### src/rtl/reg_file_scoreboard_if.sv
// Issue, operand and writeback signal bundle for reg_file_scoreboard.
// master = decoder/execute/writeback side, slave = register file.
interface reg_file_scoreboard_if #(
    parameter int XLEN = 32,
    parameter int AW   = 5
);
    logic            iss_valid;
    logic            iss_ready;
    logic [AW-1:0]   rs1;
    logic [AW-1:0]   rs2;
    logic [AW-1:0]   rd;
    logic            rd_wen;

    logic            op_valid;
    logic            op_ready;
    logic [XLEN-1:0] rs1_data;
    logic [XLEN-1:0] rs2_data;
    logic [AW-1:0]   op_rd;
    logic            op_rd_wen;

    logic            wb_valid;
    logic [AW-1:0]   wb_rd;
    logic [XLEN-1:0] wb_data;

    modport master (
        output iss_valid, rs1, rs2, rd, rd_wen, op_ready, wb_valid, wb_rd, wb_data,
        input  iss_ready, op_valid, rs1_data, rs2_data, op_rd, op_rd_wen
    );

    modport slave (
        input  iss_valid, rs1, rs2, rd, rd_wen, op_ready, wb_valid, wb_rd, wb_data,
        output iss_ready, op_valid, rs1_data, rs2_data, op_rd, op_rd_wen
    );
endinterface

### src/rtl/reg_file_scoreboard.sv
// Integer register file with per-register busy scoreboard and a one-entry operand register.
// Optional macro REGFILE_WB_BYPASS_EN forwards same-cycle writeback data to stalled sources.
module reg_file_scoreboard #(
    parameter int XLEN = 32,
    parameter int AW   = 5,
    parameter int NREG = 32
) (
    input  logic                 clk,
    input  logic                 rst_n,
    reg_file_scoreboard_if.slave bus
);

    logic [XLEN-1:0] mem [NREG];
    logic [NREG-1:0] busy;
    logic [NREG-1:0] busy_nxt;

    logic            wb_hit;
    logic [XLEN-1:0] rd1_val;
    logic [XLEN-1:0] rd2_val;
    logic            busy1;
    logic            busy2;
    logic            src_haz;
    logic            waw_haz;
    logic            slot_free;
    logic            accept;

    logic            op_valid_q;
    logic [XLEN-1:0] rs1_data_q;
    logic [XLEN-1:0] rs2_data_q;
    logic [AW-1:0]   op_rd_q;
    logic            op_rd_wen_q;

    assign wb_hit = bus.wb_valid && (bus.wb_rd != '0);

`ifdef REGFILE_WB_BYPASS_EN
    logic byp1;
    logic byp2;

    assign byp1 = wb_hit && (bus.wb_rd == bus.rs1);
    assign byp2 = wb_hit && (bus.wb_rd == bus.rs2);

    always_comb begin
        rd1_val = '0;
        rd2_val = '0;
        if (bus.rs1 != '0) rd1_val = byp1 ? bus.wb_data : mem[bus.rs1];
        if (bus.rs2 != '0) rd2_val = byp2 ? bus.wb_data : mem[bus.rs2];
    end

    // A source being written back this cycle is satisfied by the forwarded data.
    assign busy1 = (bus.rs1 != '0) && busy[bus.rs1] && !byp1;
    assign busy2 = (bus.rs2 != '0) && busy[bus.rs2] && !byp2;
`else
    always_comb begin
        rd1_val = '0;
        rd2_val = '0;
        if (bus.rs1 != '0) rd1_val = mem[bus.rs1];
        if (bus.rs2 != '0) rd2_val = mem[bus.rs2];
    end

    assign busy1 = (bus.rs1 != '0) && busy[bus.rs1];
    assign busy2 = (bus.rs2 != '0) && busy[bus.rs2];
`endif

    assign src_haz   = busy1 || busy2;
    assign waw_haz   = bus.rd_wen && (bus.rd != '0) && busy[bus.rd];
    assign slot_free = !op_valid_q || bus.op_ready;
    assign accept    = bus.iss_valid && bus.iss_ready;

    assign bus.iss_ready = slot_free && !src_haz && !waw_haz;

    // Clear on writeback first, then set on accept so a new producer keeps ownership.
    always_comb begin
        busy_nxt = busy;
        if (wb_hit) busy_nxt[bus.wb_rd] = 1'b0;
        if (accept && bus.rd_wen && (bus.rd != '0)) busy_nxt[bus.rd] = 1'b1;
        busy_nxt[0] = 1'b0;
    end

    always_ff @(posedge clk or negedge rst_n) begin
        if (!rst_n) begin
            busy <= '0;
        end else begin
            busy <= busy_nxt;
        end
    end

    always_ff @(posedge clk or negedge rst_n) begin
        if (!rst_n) begin
            for (int unsigned i = 0; i < NREG; i++) mem[i] <= '0;
        end else if (wb_hit) begin
            mem[bus.wb_rd] <= bus.wb_data;
        end
    end

    always_ff @(posedge clk or negedge rst_n) begin
        if (!rst_n) begin
            op_valid_q  <= 1'b0;
            rs1_data_q  <= '0;
            rs2_data_q  <= '0;
            op_rd_q     <= '0;
            op_rd_wen_q <= 1'b0;
        end else if (accept) begin
            op_valid_q  <= 1'b1;
            rs1_data_q  <= rd1_val;
            rs2_data_q  <= rd2_val;
            op_rd_q     <= bus.rd;
            op_rd_wen_q <= bus.rd_wen;
        end else if (bus.op_ready) begin
            op_valid_q  <= 1'b0;
        end
    end

    assign bus.op_valid  = op_valid_q;
    assign bus.rs1_data  = rs1_data_q;
    assign bus.rs2_data  = rs2_data_q;
    assign bus.op_rd     = op_rd_q;
    assign bus.op_rd_wen = op_rd_wen_q;

endmodule

### src/flat_wrapper.sv
// flat-port wrapper written by rule: the top's interface ports become plain ports
module reg_file_scoreboard_flat 
#(
    parameter int XLEN = 32,
    parameter int AW   = 5,
    parameter int NREG = 32
)
  (clk, rst_n, bus_iss_valid, bus_rs1, bus_rs2, bus_rd, bus_rd_wen, bus_op_ready, bus_wb_valid, bus_wb_rd, bus_wb_data, bus_iss_ready, bus_op_valid, bus_rs1_data, bus_rs2_data, bus_op_rd, bus_op_rd_wen);
  reg_file_scoreboard_if #(.XLEN(XLEN), .AW(AW)) bus_i ();
  input  logic clk;
  input  logic rst_n;
  input wire logic [$bits(bus_i.iss_valid)-1:0] bus_iss_valid;
  input wire logic [$bits(bus_i.rs1)-1:0] bus_rs1;
  input wire logic [$bits(bus_i.rs2)-1:0] bus_rs2;
  input wire logic [$bits(bus_i.rd)-1:0] bus_rd;
  input wire logic [$bits(bus_i.rd_wen)-1:0] bus_rd_wen;
  input wire logic [$bits(bus_i.op_ready)-1:0] bus_op_ready;
  input wire logic [$bits(bus_i.wb_valid)-1:0] bus_wb_valid;
  input wire logic [$bits(bus_i.wb_rd)-1:0] bus_wb_rd;
  input wire logic [$bits(bus_i.wb_data)-1:0] bus_wb_data;
  output wire logic [$bits(bus_i.iss_ready)-1:0] bus_iss_ready;
  output wire logic [$bits(bus_i.op_valid)-1:0] bus_op_valid;
  output wire logic [$bits(bus_i.rs1_data)-1:0] bus_rs1_data;
  output wire logic [$bits(bus_i.rs2_data)-1:0] bus_rs2_data;
  output wire logic [$bits(bus_i.op_rd)-1:0] bus_op_rd;
  output wire logic [$bits(bus_i.op_rd_wen)-1:0] bus_op_rd_wen;
  assign bus_i.iss_valid = bus_iss_valid;
  assign bus_i.rs1 = bus_rs1;
  assign bus_i.rs2 = bus_rs2;
  assign bus_i.rd = bus_rd;
  assign bus_i.rd_wen = bus_rd_wen;
  assign bus_i.op_ready = bus_op_ready;
  assign bus_i.wb_valid = bus_wb_valid;
  assign bus_i.wb_rd = bus_wb_rd;
  assign bus_i.wb_data = bus_wb_data;
  assign bus_iss_ready = bus_i.iss_ready;
  assign bus_op_valid = bus_i.op_valid;
  assign bus_rs1_data = bus_i.rs1_data;
  assign bus_rs2_data = bus_i.rs2_data;
  assign bus_op_rd = bus_i.op_rd;
  assign bus_op_rd_wen = bus_i.op_rd_wen;
  reg_file_scoreboard #(.XLEN(XLEN), .AW(AW), .NREG(NREG)) u_core (.clk(clk), .rst_n(rst_n), .bus(bus_i));
endmodule
### config.mk
export PLATFORM = sky130hd
export DESIGN_NAME = reg_file_scoreboard_flat
export DESIGN_NICKNAME = d
export VERILOG_FILES = /design/src/rtl/reg_file_scoreboard_if.sv /design/src/rtl/reg_file_scoreboard.sv /design/src/flat_wrapper.sv
export SDC_FILE = /design/constraint.sdc
export NUM_CORES = 2
export LEC_CHECK = 0
export CORE_ASPECT_RATIO = 1.5
export CORE_MARGIN = 1
export CORE_UTILIZATION = 30
export CTS_BUF_LIST = sky130_fd_sc_hd__clkbuf_2
export CTS_CLUSTER_SIZE = 28
export DETAILED_ROUTE_END_ITERATION = 10
export PLACE_DENSITY = 0.5
export SLEW_MARGIN = 20
export SYNTH_ARGS = -nofsm -noshare
export SYNTH_HDL_FRONTEND = slang
export SYNTH_SLANG_ARGS = --single-unit
### constraint.sdc
create_clock -name clk -period 4.5 [get_ports clk]
set_input_delay 0.9 -clock clk [delete_from_list [all_inputs] [get_ports clk]]
set_output_delay 0.9 -clock clk [all_outputs]
set_load 0.05 [all_outputs]
## Word-level counts from Yosys, hierarchy flattened

Cells that the tools add are included.

| word-level totals | value |
|---|---|
| output and inout bits | 72 |
| register bits | 1,126 |
| logic and storage cells | 102 |

| operators by class | value |
|---|---|
| mux-type cells | 25 |
| reduce and logical (&&, ||, !) cells | 23 |
| magnitude comparators | 10 |
| bitwise gates (word level) | 6 |

Operator list:

| kind | count |
|---|---|
| $bwmux 1024 | 1 |
| $bmux 32 s5 | 2 |
| $mux 32 | 9 |
| $demux 32 s5 | 1 |
| $and 32x32->32 | 1 |
| $not 32->32 | 1 |
| $or 32x32->32 | 1 |
| $lt 5x6->1 const B | 4 |
| $reduce_bool 5->1 | 4 |
| $ge 6x6->1 const B | 3 |
| $not 5->6 | 3 |
| $bmux 1 s5 | 3 |
| $logic_and 1x1->1 | 13 |
| $demux 1 s5 | 2 |
| $ge 5x1->1 const B | 2 |
| $mux 1 | 7 |
| $lt 6x1->1 const B | 1 |
| $logic_not 1->1 | 3 |
| $logic_or 1x1->1 | 2 |
| $reduce_bool 2->1 | 1 |

## Longest topological paths before layout

| depth | value |
|---|---|
| depth after elaboration | 11 |
| mapped depth | 11 |
| mapped depth without buffers | 6 |

## Worst setup path before layout

No wires, ideal clock.

| timing | value |
|---|---|
| path type | input port to output port |
| from | input bus_rs1[1] |
| to | output bus_iss_ready |
| buffers on the path | 2 |
| path slack | 570 ps |
| stages on the path | 7 |
| required time | 3,600 ps |
| data arrival time | 3,030 ps |
| cells stage by stage | buf_6 mux4_1 mux4_2 a2bb2oi_1 a211oi_4 o21a_1 buf_2 |

| on the way | value |
|---|---|
| longest elaborated chain between the ends | 7 |

RTL lines:

| what | RTL line | source |
|---|---|---|
| from (decl) | flat_wrapper.sv:13 | `input wire logic [$bits(bus_i.rs1)-1:0] bus_rs1;` |
| $bmux 1 s5 | reg_file_scoreboard.sv:60 | `assign busy1 = (bus.rs1 != '0) && busy[bus.rs1];` |
| $mux 1 (implied by the code) | reg_file_scoreboard.sv:60 |  |
| $logic_and 1x1->1 (*) | reg_file_scoreboard.sv:60 |  |
| $logic_or 1x1->1 (*) | reg_file_scoreboard.sv:64 | `assign src_haz = busy1 \|\| busy2;` |
| $logic_not 1->1 (*) | reg_file_scoreboard.sv:69 | `assign bus.iss_ready = slot_free && !src_haz && !waw_haz;` |
| $logic_and 1x1->1 (*) (2 in a row) | reg_file_scoreboard.sv:69 |  |
| to (decl) | flat_wrapper.sv:21 | `output wire logic [$bits(bus_i.iss_ready)-1:0] bus_iss_ready;` |

Mark *: on every way between the ends. The rest lies on a longest branch, timed or not. The select of a mux whose other input is x is not followed.

## Final worst setup path

| timing | value |
|---|---|
| from | register u_core.busy[26] |
| to | output bus_iss_ready |

| on the way | value |
|---|---|
| longest elaborated chain between the ends | 7 |

RTL lines:

| what | RTL line | source |
|---|---|---|
| from (decl) | reg_file_scoreboard.sv:14 | `logic [NREG-1:0] busy;` |
| from (signal assigned) | reg_file_scoreboard.sv:83 | `busy <= busy_nxt;` |
| $bmux 1 s5 (on tied branches) | reg_file_scoreboard.sv:60, reg_file_scoreboard.sv:61 |  |
| $mux 1 (on tied branches) | reg_file_scoreboard.sv:60, reg_file_scoreboard.sv:61 |  |
| $logic_and 1x1->1 (on tied branches) | reg_file_scoreboard.sv:60, reg_file_scoreboard.sv:61 |  |
| $logic_or 1x1->1 | reg_file_scoreboard.sv:64 |  |
| $logic_not 1->1 | reg_file_scoreboard.sv:69 |  |
| $logic_and 1x1->1 | reg_file_scoreboard.sv:69 |  |
| $logic_and 1x1->1 (*) | reg_file_scoreboard.sv:69 |  |

Marked as above.

==> impl_metrics.ini <==
[power]
ir_drop_mv = 0.184
p_leak_nw = 29.2
seqPwrFrac = 0.482
clkPwrFrac = 0.253
p_int_w = 0.0189
total_power_w = 0.0283
switchingPower_w = 0.00939
combPwrFrac = 0.265
cellPowerDensity_mw_per_mm2 = 423
p_sw_frac = 0.332

[routing]
dr.first_iter.drc_count = 2570
drt_pre_antenna_iters = 5
vias = 38800
vias_per_cell = 5.53
drc = 0
ant_nets = 0
wire_per_inst_um = 29.0
drt-total-wl_um = 203000

[floorplan]
row_count = 199
fp.dieW_um = 366
die_h_um = 547
die_area_mm2 = 0.200
core-area_mm2 = 0.196
io_pins = 130
start_util = 0.303

[setup_path]
timing.reg2reg.worst_path_depth = 8
r2r-end = u_core.bus.rs1_data[2]
start_kind = flop
cp.arrival_ns = 3.68
end_kind = output pin
critPathKind = flop to output pin
worstReg2RegStart = u_core.busy[26]
critical_path.max_fanout = 4
cp.required_ns = 3.60
reg2reg_slack_ns = 1.39
critPathLaunch = u_core.busy[26]

[sta]
fmax_mhz = 218
rsz0062_at_grt = yes
min_period_ns = 4.58
fin_tns_setup_ns = -0.0834
finClkSkew_ns = 0.112
slew_headroom = 0.258
layout_setup_ws_ns = -0.0834
tightest_slew_ns = 1.11
finalSetupViolCount = 1
fin_crit_sh = 1.02
slew_violations = 0
final_hold_viol_count = 0

[clock_tree]
clock-sinks = 1126
cts_tree = done
cts_root_buf = clkbuf_2
clk_latency_ns = 1.49
cts_buffer_depth = 4
cts_buffers = 293
clk_pin_slew_ns = 0.11
htreeDepth = 5

[global_route]
grt_max_degree = 142
grt_pass1_vias = 40600
antenna_found_initial = 17
grt_overflow = 0
grt_pass1_wl_um = 297000
grtUsageTotal = 0.204

[yosys]
avgSynthCellArea_um2 = 14.6
yosysMostFrequentCell = dfrtp_1
syn-num-nets = 4122
yosysWarningCount = 0
synth-edff-count = 0
yosys_register_bits = 1126
dominantRegCellSynth = dfrtp_1
synth_largest_area_cell = dfrtp_1
synth_commonest_cells = dfrtp_1 (1126), mux2_2 (1041), mux4_2 (436)
synth_seq_area_share = 0.474
syn-cell-area_mm2 = 0.0595
synthCells = 4064
synth_top_area_share = 0.474
ys_types = 51
netlist_top_cells_area = dfrtp_1 (47%), mux2_2 (20%), mux4_2 (17%)
async_flop_share = 1.00

[placed_design]
gp_congestion = 0.827
post-place-ws_ns = 0.309
post-dp-hpwl_um = 114000
port_buffers = 129

[finish]
nets = 4263
drive_gt1_frac = 0.510
syn2layout_area_growth_pct = 12.4
nFillCells = 19100

[status]
failed_checks = setup timing
status = complete, but fails checks

[job]
maxCapViolCount = 0

[hold_path]
hold_path.startpoint = bus_wb_data[4]
whs_endpoint = u_core.mem[740]
min_path_type = primary input to flop
whs_path_depth = 2
[what timing repair did]
item	4_1_cts	5_1_grt
hold endpoints to repair	847	4
endpoints found under the setup margin	1	1
pin swaps	1	0
gates resized for setup	10	1
buffers inserted	4	0
hold buffers	5	2
[power groups by stage]
| stage | registers [W] | logic (W) | clock network (W) |
|---|---|---|---|
| 6_report | 0.0136 | 0.00751 | 0.00715 |
| 5_1_grt | 0.0139 | 0.00802 | 0.00795 |
| 4_1_cts | 0.0136 | 0.00760 | 0.00747 |
| 3_5_place_dp | 0.0138 | 0.00755 | 0 |
| 3_3_place_gp | 0.0137 | 0.00746 | 0 |
| 2_1_floorplan | 0.0141 | 0.00473 | 0 |
[worst max path at each step]
stage                     cells after the start            end  slack, ns
after floorplan                               7  bus_iss_ready       0.57
after global placement                        6  bus_iss_ready       0.28
after detailed placement                      7  bus_iss_ready       0.31
after CTS                                     6  bus_iss_ready      -0.26
after global routing                          6  bus_iss_ready      -0.28
final                                         6  bus_iss_ready      -0.08
[registers in the layout (all words and copies together) (netlist names)]
register / cells
u_core.bus.op_rd_wen: 1
u_core.mem: 1024
u_core.bus.op_rd: 5
u_core.busy: 31
u_core.bus.rs2_data: 32
u_core.bus.op_valid: 1
u_core.bus.rs1_data: 32
[cells by family (layout without fill, tap and decap cells)]
logic type	Yosys count	in the layout	synth area share
other cells	0	8	0
compound gates	398	398	0.0476
simple gates	252	252	0.0203
flops	1126	1126	0.474
buf+inv	480	804	0.0333
mux	1808	1808	0.425
[per-stage QoR]
| step | util | area, µm² | hold slack [ns] | std cells |
|---|---|---|---|---|
| after global placement | 0.327 | 64300 | 0.376 | 6512 |
| after global routing | 0.340 | 66800 | -0.0363 | 7006 |
| after floorplan | - | 59500 | 0.441 | 4064 |
| final | 0.340 | 66800 | 0.0732 | 7009 |
| after detailed placement | 0.327 | 64300 | 0.383 | 6512 |
| after CTS | 0.340 | 66800 | 0.0208 | 6999 |
[worst max-delay path, cell delays in order, from the launching register on]
cell	delay, ns
dfrtp_2	0.48
mux4_2	0.48
mux4_2	0.49
a2bb2oi_2	0.17
a211oi_4	0.22
o21a_2	0.22
buf_12	0.14
[cell type report]
type | count | area [µm²] | share of cell area
Sequential cell | 1126 | 28200 | 0.422
Multi-Input combinational cell | 2458 | 29600 | 0.443
Inverter | 23 | 88.8 | 0.00133
Clock inverter | 70 | 413 | 0.00618
Clock buffer | 408 | 2040 | 0.0306
Antenna cell | 8 | 20.0 | 0.000300
Timing Repair Buffer | 303 | 3190 | 0.0477
Tap cell | 2613 | 3270 | 0.0489
[per-layer routing]
metal / track usage / wire length (µm) / vias to the layer above
met4: 0.0721 / 6910 / 18
met2: 0.326 / 96600 / 1253
met1: 0.275 / 88100 / 21100
met3: 0.0383 / 11600 / 403
met5: 0 / 121 / -
li1: - / - / 16000
[layout by cell type (no fill, tap or decap), types with 15 or more instances in the layout]
master / instances
nand2_1: 20
inv_1: 21
a32o_1: 22
mux4_2: 438
and3_1: 36
o21ai_0: 40
o21a_1: 15
o221ai_1: 61
a21oi_1: 76
mux2i_1: 258
nor2_1: 98
mux2_4: 69
clkdlybuf4s50_1: 101
nand3_1: 16
a211oi_1: 37
dfrtp_1: 1119
buf_2: 18
o22ai_1: 72
clkinv_1: 46
buf_4: 120
a22o_1: 16
buf_12: 50
a22oi_1: 19
mux2_2: 1041
clkbuf_2: 408
Power figures use the tool's default switching activity.
